### src/rtl/cmd_mode_ctrl.sv
// Splits the received byte stream into data bytes for the write side and M..F / C command frames.
// Latency 1 (all outputs registered); o_wren holds until i_wr_ready, and a data byte that cannot be loaded is dropped with o_overflow.
module cmd_mode_ctrl #(
    parameter int DATA_W       = 8,
    parameter int RATE_W       = 2,
    parameter int RATE_DEFAULT = 0,
    parameter int TIMEOUT_CYC  = 1024
) (
    input  logic              clk,
    input  logic              reset,
    input  logic              i_valid,
    input  logic [DATA_W-1:0] i_data,
    output logic [DATA_W-1:0] o_data,
    output logic              o_wren,
    input  logic              i_wr_ready,
    output logic [RATE_W-1:0] o_rate,
    output logic              o_clean,
    output logic              o_finish,
    output logic              o_timeout,
    output logic              o_overflow,
    output logic              o_ctrl_active
);

    localparam int                TMR_W    = (TIMEOUT_CYC > 0) ? $clog2(TIMEOUT_CYC + 1) : 1;
    localparam logic [RATE_W-1:0] RATE_RST = RATE_W'(RATE_DEFAULT);
    localparam logic [RATE_W-1:0] RATE_ONE = RATE_W'(1);

    typedef enum logic {
        ST_IDLE = 1'b0,
        ST_CTRL = 1'b1
    } state_t;

    state_t              r_state;
    logic [RATE_W-1:0]   r_rate;
    logic [RATE_W-1:0]   r_pending;
    logic [TMR_W-1:0]    r_timer;
    logic [DATA_W-1:0]   r_data;
    logic                r_wren;
    logic                r_clean;
    logic                r_finish;
    logic                r_timeout;
    logic                r_overflow;

    state_t              w_state_nxt;
    logic [RATE_W-1:0]   w_rate_nxt;
    logic [RATE_W-1:0]   w_pending_nxt;
    logic [TMR_W-1:0]    w_timer_nxt;
    logic [DATA_W-1:0]   w_data_nxt;
    logic                w_wren_nxt;
    logic                w_clean_nxt;
    logic                w_finish_nxt;
    logic                w_timeout_nxt;
    logic                w_overflow_nxt;

    logic [7:0]          w_chr;
    logic [7:0]          w_fold;
    logic                w_hi_zero;
    logic                w_byte;
    logic                w_is_m;
    logic                w_is_f;
    logic                w_is_c;
    logic                w_is_a;
    logic                w_is_1;
    logic                w_is_5;
    logic                w_can_load;
    logic                w_tmr_hit;

    // Command codes live in the low byte; any set upper bit makes the byte plain data.
    assign w_chr      = i_data[7:0];
    assign w_fold     = w_chr | 8'h20;
    assign w_hi_zero  = ((i_data >> 8) == '0);
    assign w_byte     = i_valid && (i_data != '0);
    assign w_is_m     = w_hi_zero && (w_fold == 8'h6D);
    assign w_is_f     = w_hi_zero && (w_fold == 8'h66);
    assign w_is_c     = w_hi_zero && (w_fold == 8'h63);
    assign w_is_a     = w_hi_zero && (w_fold == 8'h61);
    assign w_is_1     = w_hi_zero && (w_chr == 8'h31);
    assign w_is_5     = w_hi_zero && (w_chr == 8'h35);
    assign w_can_load = !r_wren || i_wr_ready;

    // Fires on the idle cycle that brings the timer to TIMEOUT_CYC-1.
    assign w_tmr_hit = (TIMEOUT_CYC != 0) && ((int'(r_timer) + 1) >= (TIMEOUT_CYC - 1));

    always_comb begin
        w_state_nxt    = r_state;
        w_rate_nxt     = r_rate;
        w_pending_nxt  = r_pending;
        w_timer_nxt    = r_timer;
        w_data_nxt     = r_data;
        w_wren_nxt     = r_wren && !i_wr_ready;
        w_clean_nxt    = 1'b0;
        w_finish_nxt   = 1'b0;
        w_timeout_nxt  = 1'b0;
        w_overflow_nxt = 1'b0;

        case (r_state)
            ST_IDLE: begin
                w_timer_nxt = '0;
                if (w_byte) begin
                    if (w_is_m) begin
                        w_state_nxt   = ST_CTRL;
                        w_pending_nxt = r_rate;
                    end else if (w_is_c) begin
                        w_clean_nxt = 1'b1;
                        w_rate_nxt  = RATE_RST;
                    end else if (w_is_f) begin
                        w_state_nxt = ST_IDLE;
                    end else if (w_can_load) begin
                        w_data_nxt = i_data;
                        w_wren_nxt = 1'b1;
                    end else begin
                        w_overflow_nxt = 1'b1;
                    end
                end
            end
            ST_CTRL: begin
                if (w_byte) begin
                    w_timer_nxt = '0;
                    if (w_is_1) begin
                        w_pending_nxt = '0;
                    end else if (w_is_5) begin
                        w_pending_nxt = RATE_ONE;
                    end else if (w_is_a) begin
                        w_pending_nxt = '1;
                    end else if (w_is_m) begin
                        w_pending_nxt = r_rate;
                    end else if (w_is_f) begin
                        w_rate_nxt   = r_pending;
                        w_finish_nxt = 1'b1;
                        w_state_nxt  = ST_IDLE;
                    end else if (w_is_c) begin
                        w_state_nxt = ST_IDLE;
                    end
                end else if (w_tmr_hit) begin
                    w_timeout_nxt = 1'b1;
                    w_timer_nxt   = '0;
                    w_state_nxt   = ST_IDLE;
                end else if (TIMEOUT_CYC != 0) begin
                    w_timer_nxt = r_timer + TMR_W'(1);
                end
            end
            default: begin
                w_state_nxt = ST_IDLE;
            end
        endcase
    end

    always_ff @(posedge clk or negedge reset) begin
        if (!reset) begin
            r_state    <= ST_IDLE;
            r_rate     <= RATE_RST;
            r_pending  <= RATE_RST;
            r_timer    <= '0;
            r_data     <= '0;
            r_wren     <= 1'b0;
            r_clean    <= 1'b0;
            r_finish   <= 1'b0;
            r_timeout  <= 1'b0;
            r_overflow <= 1'b0;
        end else begin
            r_state    <= w_state_nxt;
            r_rate     <= w_rate_nxt;
            r_pending  <= w_pending_nxt;
            r_timer    <= w_timer_nxt;
            r_data     <= w_data_nxt;
            r_wren     <= w_wren_nxt;
            r_clean    <= w_clean_nxt;
            r_finish   <= w_finish_nxt;
            r_timeout  <= w_timeout_nxt;
            r_overflow <= w_overflow_nxt;
        end
    end

    assign o_data        = r_data;
    assign o_wren        = r_wren;
    assign o_rate        = r_rate;
    assign o_clean       = r_clean;
    assign o_finish      = r_finish;
    assign o_timeout     = r_timeout;
    assign o_overflow    = r_overflow;
    assign o_ctrl_active = (r_state == ST_CTRL);

endmodule

### config.mk
export PLATFORM = sky130hd
export DESIGN_NAME = cmd_mode_ctrl
export DESIGN_NICKNAME = d
export VERILOG_FILES = /design/src/rtl/cmd_mode_ctrl.sv
export SDC_FILE = /design/constraint.sdc
export NUM_CORES = 1
export LEC_CHECK = 0
export ABC_AREA = 1
export BUFFER_PORTS_ARGS = -buffer_cell sky130_fd_sc_hd__buf_2
export CAP_MARGIN = 20
export CORE_ASPECT_RATIO = 1.5
export CORE_MARGIN = 2
export CORE_UTILIZATION = 40
export CTS_CLUSTER_DIAMETER = 60
export DETAILED_ROUTE_END_ITERATION = 12
export GPL_ROUTABILITY_DRIVEN = 1
export GPL_TIMING_DRIVEN = 0
export HOLD_SLACK_MARGIN = 0.08
export PLACE_DENSITY_LB_ADDON = 0.2
export SYNTH_ARGS = -nofsm -noshare
export SYNTH_HDL_FRONTEND = slang
export SYNTH_SLANG_ARGS = --single-unit
### constraint.sdc
create_clock -name clk -period 1.7 [get_ports clk]
set_input_delay 0.255 -clock clk [delete_from_list [all_inputs] [get_ports clk]]
set_output_delay 0.255 -clock clk [all_outputs]
set_load 0.01 [all_outputs]
==> flow_metrics.py <==
metrics = {
    "synthesis": {
        "synth_top_family_by_area": "simple AND/OR/NAND/NOR gates",
        "ys.flop_type": "dfrtp_1",
        "synthAdderAreaFrac_pct": 1.57,
        "synth_xor_area_share_pct": 0.550,
        "ys_top_cells_by_area": "dfrtp_1, nand2_1, inv_1",
        "synthArstFlopShare_pct": 100,
        "yosys.area.top_type_share_pct": 45.6,
        "synth-edff-count": 0,
        "syn_inst": 200,
        "yosys.area.top_type": "dfrtp_1",
        "synth_compound_area_share_pct": 5.97,
        "ys_ff_latch": 29,
        "avgSynthCellArea_um2": 7.96,
        "syn-cell-area_mm2": 0.00159,
        "ys_seq_area_share_pct": 45.6,
        "yosys.area_share.simple_pct": 36.9,
        "yosysMostFrequentCell": "nand2_1",
        "yosysUniqueCellTypes": 25,
        "synth_common_cells": "nand2_1, dfrtp_1, inv_1, nor2_1, nand3_1",
        "muxShareOfSynthArea_pct": 0,
        "yosys_warnings": 0,
        "synth_nets": 214,
    },
    "clock_network": {
        "cts.sinks": 29,
        "cts_buffers": 5,
        "h-tree-depth": 2,
        "clk-insertion-delay-late_ns": 0.28,
        "cts_tree": "built",
        "clockBufferDepth": 2,
        "cts-root-buf": "clkbuf_8",
        "clk_pin_slew_ns": 0.06,
    },
    "critical_path": {
        "path_max_fanout": 4,
        "r2r_setup_slack_ns": 0.13,
        "r2r_cells": 10,
        "rr_endpoint": "o_timeout",
        "r2r_start": "r_timer[0]",
        "required_ns": 1.92,
        "crit_path_end": "o_timeout",
        "worst_setup_path_start_kind": "flop",
        "cp_data_arrival_time_ns": 1.79,
        "worst_setup_path_end_kind": "flop",
        "worstSetupPathType": "flop to flop",
        "startpoint": "r_timer[0]",
    },
    "final_layout": {
        "diodes": 0,
        "regArea_um2": 729,
        "layout-drive-gt1-share_pct": 36.0,
        "fillers": 392,
        "utilization_pct": 50.8,
        "finalNonFillerCells": 284,
        "areaGrowthSynthToFinish_pct": 24.1,
        "multiInputGateArea_um2": 802,
        "finish.net_count": 252,
    },
    "sta": {
        "holdWs_ns": 0.244,
        "maxSlewViolCount": 0,
        "finalSetupViolCount": 0,
        "hold_viol_final": 0,
        "fmax_ghz": 0.635,
        "fin_crit_sh_pct": 92.6,
        "max-slew-margin-rel_pct": 56.8,
        "final.setup_skew_ns": 0.00443,
        "worstMarginPinSlew_ns": 0.648,
        "finalCriticalPeriod_ns": 1.57,
    },
    "global_route": {
        "grt_overflow": 0,
        "grt_pass1_vias": 1292,
        "track_usage_pct": 16.4,
        "antenna_found_initial": 0,
        "grt_pass1_wl_mm": 5.67,
        "use_met3_pct": 3.50,
        "grt_use_met2_pct": 32.5,
        "grt_start_max_net_pins": 30,
        "top_usage_layer": "met2",
        "met1_usage_pct": 16.0,
    },
    "floorplan": {
        "start_util_pct": 41.0,
        "pin_count": 28,
        "fp.dieH_um": 81.3,
        "rows": 28,
        "die_area_mm2": 0.00451,
        "core_area_mm2": 0.00389,
        "die_w_um": 55.5,
    },
    "detailed_routing": {
        "finalWirelength_mm": 3.46,
        "vias_per_cell": 4.82,
        "drt-initial-drc-count": 18,
        "first_pass_iters": 4,
        "final_antenna_net_count": 0,
        "drc_errors": 0,
        "wl_per_cell_um": 12.2,
        "vias": 1369,
    },
    "power": {
        "powerDensity_mw_per_mm2": 760,
        "p_leak_nw": 1.02,
        "vdd_drop_max_mv": 0.550,
    },
    "placed_design": {
        "portBuffers": 27,
        "dp.cells": 272,
        "place_congestion": 0.802,
        "dpl.hpwl_mm": 2.56,
    },
    "outcome": {
        "outcome": "finished clean",
    },
    "hold_path": {
        "worstHoldPathType": "input pin to flop",
        "min_path_cells": 4,
    },
    "flow_run": {
        "drv_cap": 0,
    },
}
==> registers in the layout, indices dropped and copies added, names as in the netlist <==
name and count:
o_overflow 1, o_data 8, r_pending 2, o_finish 1
o_clean 1, r_timer 11, o_timeout 1, o_rate 2
o_ctrl_active 1, o_wren 1
==> what timing repair did <==
| item | in CTS | in global routing |
|---|---|---|
| endpoints found under the setup margin | 0 | 12 |
| buffers inserted | 0 | 2 |
| gates resized for setup | 0 | 20 |
| hold buffers | 1 | 0 |
| hold endpoints to repair | 29 | 0 |
==> kinds of logic after synthesis <==
family / count (synthesis)
xor gates and xnor gates: 1
buffers and inverters: 34
and+or+nand+nor: 122
AOI/OAI and AO/OA: 11
DFF: 29
adders and majority gates: 2
other: 1
==> worst max-delay path: stages, from the launching register on <==
cell and delay, ns:
dfrtp_2 0.45, ha_4 0.19, nand2_4 0.08, nand2_1 0.08, nor2_2 0.13, nand3_2 0.07, nor2_2 0.12, nand3_2 0.13
nand2_2 0.13, nand2_2 0.05, nor2_2 0.07
==> placed cells by master, fill, tap and decap left out, types with 2 or more instances in the layout <==
cell	n
o21ai_2	6
nand2_4	2
nor2_1	22
buf_4	2
o21ai_4	2
nand3_2	5
nor3_1	3
buf_2	27
dfrtp_1	26
clkbuf_8	5
nand3_1	10
nand2_2	9
nor2_4	3
clkinv_2	2
nor2_2	5
nor3_2	2
inv_1	25
nand2_1	50
nand4_1	10
inv_2	7
dfrtp_2	3
==> layer usage <==
layer	up-vias	part of all wire (%)	routed length, µm
met1	639	35	1220
met4	0	1.9	66
li1	703	-	-
met2	21	60	2090
met3	6	2.6	91
met5	-	0	0
==> report_power, final <==
group / internal, W / leakage [nW] / switching, W
clock network: 0.000283 / 0.0450 / 0.000258
registers: 0.000732 / 0.381 / 0.0000244
logic: 0.0000826 / 0.594 / 0.000123
==> how the worst min path moves through the flow <==
stage               slack [ns]  startpoint          to
CTS                       0.23   i_data[6]   o_data[6]
detailed placement        0.32       reset   o_data[5]
global placement          0.32       reset   o_data[5]
global route              0.25   i_data[6]   o_data[6]
finish                    0.24  i_wr_ready  o_overflow
floorplan                -0.04       reset     o_clean
==> cell type report <==
type                    instances  share of cell area, %
plain buffers                   2                   1.33
clock buffers                   6                   3.67
clock inverters                 2                  0.506
inverters                      32                   6.08
multi-input cells             138                   40.6
flip-flops and latches         29                   36.9
well taps                      45                   2.85
repair buffers                 30                   8.10
==> through the flow <==
step / power, W / area (µm²) / worst slack [ns] / setup TNS [ns]
global route: 0.00158 / 1980 / -0.00349 / -0.00349
floorplan: 0.000884 / 1590 / 0.257 / 0
CTS: 0.00153 / 1880 / 0.0204 / 0
finish: 0.00150 / 1980 / 0.125 / 0
detailed placement: 0.000976 / 1780 / 0.0281 / 0
global placement: 0.000973 / 1780 / 0.0705 / 0
No activity file was read; power rests on OpenSTA's default activity.
